`src/rtl/ah_lru_grant_tracker.sv`:
```
// ah_lru_grant_tracker: holds resource ownership for the granted requester until done or hold
// timeout, back-pressures the arbiter via gnt_busy and flags protocol errors.
module ah_lru_grant_tracker #(
   parameter int N        = 8,
   parameter int MAX_HOLD = 16,
   parameter int CNT_W    = 16
) (
   input  logic                 clk,
   input  logic                 rst,
   input  logic [N-1:0]         gnt,
   input  logic [N-1:0]         done,
   output logic [N-1:0]         gnt_busy,
   output logic                 owner_vld,
   output logic [N-1:0]         owner_oh,
   output logic [$clog2(N)-1:0] owner_id,
   output logic                 timeout_err,
   output logic                 grant_err,
   output logic                 done_err,
   output logic [CNT_W-1:0]     grant_cnt
);
   localparam int IW = $clog2(N);
   localparam int HW = $clog2(MAX_HOLD + 1);

   typedef enum logic [1:0] {IDLE, OWNED, DRAIN} state_t;

   state_t          r_state, w_state_nxt;
   logic [HW-1:0]   r_hold, w_hold_nxt;
   logic [N-1:0]    r_busy, w_busy_nxt;
   logic [N-1:0]    r_oh, w_oh_nxt;
   logic [IW-1:0]   r_id, w_id_nxt, w_idx;
   logic            r_vld, w_vld_nxt;
   logic            r_tout, w_tout_nxt;
   logic            r_gerr, w_gerr_nxt;
   logic            r_derr, w_derr_nxt;
   logic [CNT_W-1:0] r_cnt, w_cnt_nxt;
   logic            w_any, w_onehot, w_accept, w_own_done, w_timeout;

   always_comb begin
      w_idx = '0;
      for (int i = 0; i < N; i++)
         if (gnt[i]) w_idx = w_idx | IW'(i);
   end

   assign w_any      = |gnt;
   assign w_onehot   = w_any && ((gnt & (gnt - N'(1))) == '0);
   assign w_accept   = (r_state == IDLE) && w_onehot;
   assign w_own_done = (r_state == OWNED) && |(done & r_oh);
   assign w_timeout  = (r_state == OWNED) && (r_hold == HW'(MAX_HOLD - 1));

   always_ff @(posedge clk or posedge rst)
      if (rst) r_state <= IDLE;
      else     r_state <= w_state_nxt;

   always_comb begin
      w_state_nxt = r_state;
      if (w_accept) w_state_nxt = OWNED;
      else if (w_own_done || w_timeout) w_state_nxt = DRAIN;
      else if (r_state == DRAIN) w_state_nxt = IDLE;
   end

   // Next values of the registered outputs; done[owner] beats a same-cycle timeout.
   always_comb begin
      w_busy_nxt = {N{w_state_nxt != IDLE}};
      w_vld_nxt  = (w_state_nxt == OWNED);
      w_oh_nxt   = w_accept ? gnt : (w_state_nxt == OWNED ? r_oh : '0);
      w_id_nxt   = w_accept ? w_idx : r_id;
      w_hold_nxt = w_accept ? '0 : (r_state == OWNED ? r_hold + HW'(1) : r_hold);
      w_tout_nxt = w_timeout && !w_own_done;
      w_gerr_nxt = w_any && (!w_onehot || r_state != IDLE);
      w_derr_nxt = (r_state == OWNED) ? |(done & ~r_oh) : |done;
      w_cnt_nxt  = (w_accept && r_cnt != '1) ? r_cnt + CNT_W'(1) : r_cnt;
   end

   always_ff @(posedge clk or posedge rst)
      if (rst) begin
         r_busy <= '0;
         r_vld  <= 1'b0;
         r_oh   <= '0;
         r_id   <= '0;
         r_hold <= '0;
         r_tout <= 1'b0;
         r_gerr <= 1'b0;
         r_derr <= 1'b0;
         r_cnt  <= '0;
      end else begin
         r_busy <= w_busy_nxt;
         r_vld  <= w_vld_nxt;
         r_oh   <= w_oh_nxt;
         r_id   <= w_id_nxt;
         r_hold <= w_hold_nxt;
         r_tout <= w_tout_nxt;
         r_gerr <= w_gerr_nxt;
         r_derr <= w_derr_nxt;
         r_cnt  <= w_cnt_nxt;
      end

   assign gnt_busy    = r_busy;
   assign owner_vld   = r_vld;
   assign owner_oh    = r_oh;
   assign owner_id    = r_id;
   assign timeout_err = r_tout;
   assign grant_err   = r_gerr;
   assign done_err    = r_derr;
   assign grant_cnt   = r_cnt;
endmodule

```
`config.mk`:
```
export PLATFORM = sky130hd
export DESIGN_NAME = ah_lru_grant_tracker
export DESIGN_NICKNAME = d
export VERILOG_FILES = /design/src/rtl/ah_lru_grant_tracker.sv
export SDC_FILE = /design/constraint.sdc
export NUM_CORES = 1
export LEC_CHECK = 0
export CORE_ASPECT_RATIO = 1.1
export CORE_MARGIN = 5
export CORE_UTILIZATION = 52
export DETAILED_ROUTE_END_ITERATION = 16
export MAX_ROUTING_LAYER = met4
export PLACE_DENSITY = 0.9
export RECOVER_POWER = 50
export SLEW_MARGIN = 15
export SYNTH_ARGS = -nofsm -noshare
export SYNTH_HDL_FRONTEND = slang
export SYNTH_SLANG_ARGS = --single-unit
```
`constraint.sdc`:
```
create_clock -name clk -period 4.05 [get_ports clk]
set_clock_uncertainty 0.05 [all_clocks]
set_input_delay 0.405 -clock clk [delete_from_list [all_inputs] [get_ports clk]]
set_output_delay 0.405 -clock clk [all_outputs]
set_load 0.02 [all_outputs]
```
# Word-level counts from Yosys, hierarchy flattened
# Cells that the tools add are included.
# op_classes
n_addsub,3
eq_ne,6
mux,15
bitwise_logic,4
reduce_logical,20
# ops
operator,n
8-bit OR reduction,4
8-bit AND,3
16-bit by 1-bit adder with 16-bit output (second input constant),1
8-bit 2-to-1 mux,2
16-bit != test (second input constant),1
3-bit 2-to-1 mux,4
2-bit 2-to-1 mux,5
5-bit 2-to-1 mux,2
8-bit zero test,1
8-bit inverter,1
8-bit by 1-bit subtractor with 8-bit output (second input constant),1
1-bit logical AND,7
2-bit nonzero test,3
5-bit by 1-bit adder with 5-bit output (second input constant),1
5-bit by 4-bit equality test with 1-bit output (second input constant),1
2-bit by 1-bit equality test with 1-bit output (second input constant),2
2-bit equality test (second input constant),1
1-bit zero test,2
2-bit zero test,1
1-bit logical OR,2
1-bit 2-to-1 mux,2
2-bit by 1-bit != test with 1-bit output (second input constant),1
# totals
reg_bits,39
inputBits,18
out_inout_bits,39

# Longest topological paths before layout
# logic_depth
word_depth,9
mapped_depth,9

# Worst setup path after synthesis
# Ideal clock, no wire load.
# synth_path
path_kind,reg2reg
start,"register r_cnt[8], in the netlist grant_cnt[8]"
end,"register r_cnt[1], in the netlist grant_cnt[1]"
setup_ns,0.125
arrival_time_ns,1.748
required_time_ns,3.875
setup_slack_ns,2.127
stages_incl_launch_ff,8
n_path_buf,1
period_less_slack_ns,1.923
path_cell_list,dfrtp_1 and3_1 nand2_1 nor4_2 and3_1 buf_4 nor2_2 mux2_4
# synth_via
elab_chain_len,2
# synth_rtl
item,line_no,rtl
"start, declared",35,"logic [CNT_W-1:0] r_cnt, w_cnt_nxt;"
"start signal, assigned",94,r_cnt <= w_cnt_nxt;
16-bit != test,71,w_cnt_nxt = (w_accept && r_cnt != '1) ? r_cnt + CNT_W'(1) : r_cnt;
1-bit logical AND,71,
# Every way passes these cells.
# A chain may end at the register's enable or synchronous reset.

==> flow_summary.toml <==
[synth]
netlist_area_um2 = 2070
async_flop_share = 1.00
synth_edf_count = 0
netlist_instances = 200
synth-seq-cells = 39
syn_avg_cell_area_um2 = 10.4
ys_seq_area_frac = 0.471
yosys_warnings = 0
synth_cell_type_count = 44
synth_flop_cell = "dfrtp_1"
syn-num-nets = 221

[global_routing]
globalRouteOverflowTotal = 0
grt_pass1_vias = 1797
antenna_found_initial = 0
grt_usage = 0.195
grt_max_degree = 40
grt_pass1_wl_mm = 8.22

[sta]
tightestPinTransition_ns = 2.03
slew_viol_final = 40
hold_violations = 0
period_share = 0.615
final.min_clock_period_ns = 2.49
rsz0062_at_grt = "false"
slew_headroom = -0.353
setup_viol = 0
tns_ns = 0
fmax_mhz = 402

[worst_setup_path]
cp_slowest_cell = "clkbuf_1"
crit_family = "buffers and inverters"
critical_path_class = "input pin to asynchronous set/reset pin"
start_kind = "input pin"
path_buf_inv = 3
path_max_fanout = 39
path_cells = "dlygate4sd3_1 > inv_1 > clkbuf_1"
cp-end-kind = "asynchronous set/reset pin"
slowest_delay_ns = 1.44
required_ns = 4.00
crit_arrival_ns = 2.44
reg2reg_slack_ns = 1.82

[detailed_routing]
wl_per_cell_um = 15.7
postRouteAntennaNets = 0
drt-total-wl_mm = 4.78
first_pass_iters = 4
drc = 0
vias_per_cell = 5.74
vias = 1744
drtIter0Drc = 74

[cells_and_area]
final_cells = 304
nets = 272
final_cell_mix = "dfrtp_1 (39), clkdlybuf4s50_1 (38), dlygate4sd3_1 (18)"
final_common_cell = "dfrtp_1"
diodes = 0
syn2layout_area_growth_pct = 31.2
drive_above_1_share = 0.0873
stdcell_area_um2 = 2720

[run]
drv_cap = 1

[floorplanning]
dieArea_um2 = 5350
ios = 57
rows = 24
dieWidth_um = 70.2
core_um2 = 3900
start_util = 0.531
die_h_um = 76.2

[power]
ir_drop_v = 0.000274
power.switching_w = 0.000426
clkPwrFrac = 0.262
netSwitchingFraction = 0.335
combPwrFrac = 0.333
p_per_area_nw_per_um2 = 468
power.leakage_nw = 1.20
pwr-share-seq = 0.406
intPower_w = 0.000846

[place]
place_area_um2 = 2600
place.gp.congestion = 0.892
dpl.cell_count = 296
portBuffers = 56
hpwl_mm = 3.52

[cts]
clk_latency_ns = 0.29
clockBufferDepth = 2
clk_pin_slew_ns = 0.07
clock-root-buffer = "clkbuf_8"
clock_sinks = 39
cts_tree = "built"
cts_setup_buffers = 0
ctsResizeCount = 0
numCtsBuffers = 5
cts-htree-levels = 2
ctsHoldBuffers = 0

[worst_hold_path]
hold_class = "register to register"

[run_status]
violations = "capacitance limit, slew limit"
status = "complete, but fails checks"
[cells in the mapped netlist (2+ instances only)]
cell,count,area [um2]
a22o_1,8,70.1
nand2b_1,7,43.8
clkbuf_1,2,7.51
xnor2_1,6,52.6
dfrtp_1,39,976
nand2_1,14,52.6
and3_1,5,31.3
o21ai_0,2,10.0
nand4_1,8,50.1
nor3_2,2,20.0
nor4_2,5,62.6
nor2_1,12,45.0
a21oi_1,3,15.0
nor4_1,2,12.5
xor2_1,8,70.1
inv_1,9,33.8
a31oi_1,4,25.0
buf_6,3,33.8
o21ai_1,4,20.0
a22oi_1,4,30.0
mux2_1,2,22.5
ha_1,3,37.5
nor3_1,5,25.0
buf_4,8,60.1
nand3_1,12,60.1
nor2b_1,3,18.8
o22ai_1,3,18.8
[kinds of logic (layout without fill, tap and decap cells)]
group / count (synthesis) / in the layout / share of synthesized area
mux: 4 / 4 / 0.0229
xor+xnor: 14 / 14 / 0.0592
buf+inv: 22 / 74 / 0.0652
flops: 39 / 39 / 0.471
compound gates: 36 / 36 / 0.125
simple gates: 81 / 81 / 0.234
fa+ha+maj: 4 / 4 / 0.0229
[state kept, by name (all words and copies together) (netlist names)]
register / count
grant_cnt: 16
owner_oh: 8
done_err: 1
gnt_busy: 1
grant_err: 1
owner_vld: 1
r_hold: 5
timeout_err: 1
owner_id: 3
r_state: 2
[layer usage]
layer  global-route usage  vias to the layer above  wire (um)  share of wire
met3               0.0449                       10        228          0.048
met2                0.332                       56       2460           0.52
met1                0.217                      859       1970           0.41
met5                    -                        -          0              0
met4               0.0862                        0        116          0.024
li1                     -                      819          -              -
[path summary, 6_finish.rpt]
kind	start	endpoint	cells past startpoint
setup / recovery	rst	gnt_busy[0]	3
hold / removal	grant_cnt[10]	grant_cnt[10]	1
max in group clk	gnt[3]	grant_cnt[14]	7
setup reg to reg	r_hold[0]	owner_oh[5]	5
hold reg to reg	grant_cnt[10]	grant_cnt[10]	1
min in group asynchronous	rst	grant_cnt[10]	3
[per-stage QoR]
| stage | hold slack (ns) | util | total power (W) | setup WS, ns |
|---|---|---|---|---|
| after global routing | 0.484 | 0.696 | 0.00134 | 1.13 |
| after detailed placement | 0.433 | 0.667 | 0.000958 | 1.38 |
| after CTS | 0.459 | 0.697 | 0.00129 | 1.67 |
| final | 0.451 | 0.696 | 0.00127 | 1.56 |
| after global placement | 0.430 | 0.667 | 0.000943 | 1.53 |
| after floorplan | 0.425 | - | 0.000798 | 2.13 |
[cell type report]
| class | count | area [um2] |
|---|---|---|
| Clock buffer | 6 | 82.6 |
| Clock inverter | 2 | 35.0 |
| Fill cell | 302 | 1190 |
| Inverter | 9 | 33.8 |
| Multi-Input combinational cell | 139 | 961 |
| Sequential cell | 39 | 976 |
| Tap cell | 52 | 65.1 |
| Timing Repair Buffer | 57 | 564 |
[power groups by stage]
stage | Sequential, W | Combinational, W | Clock, W
2_1_floorplan | 0.000557 | 0.000242 | 0
3_3_place_gp | 0.000521 | 0.000422 | 0
3_5_place_dp | 0.000524 | 0.000434 | 0
4_1_cts | 0.000518 | 0.000436 | 0.000337
5_1_grt | 0.000529 | 0.000460 | 0.000356
6_report | 0.000516 | 0.000423 | 0.000333
[worst reg2reg max path, stage by stage (launching register included)]
cell	delay, ns
dfrtp_1	0.41
ha_1	0.23
and3_1	0.19
ha_1	0.23
nor3_1	0.80
a22o_1	0.26
Note: power is estimated with default switching activity, not from simulation.
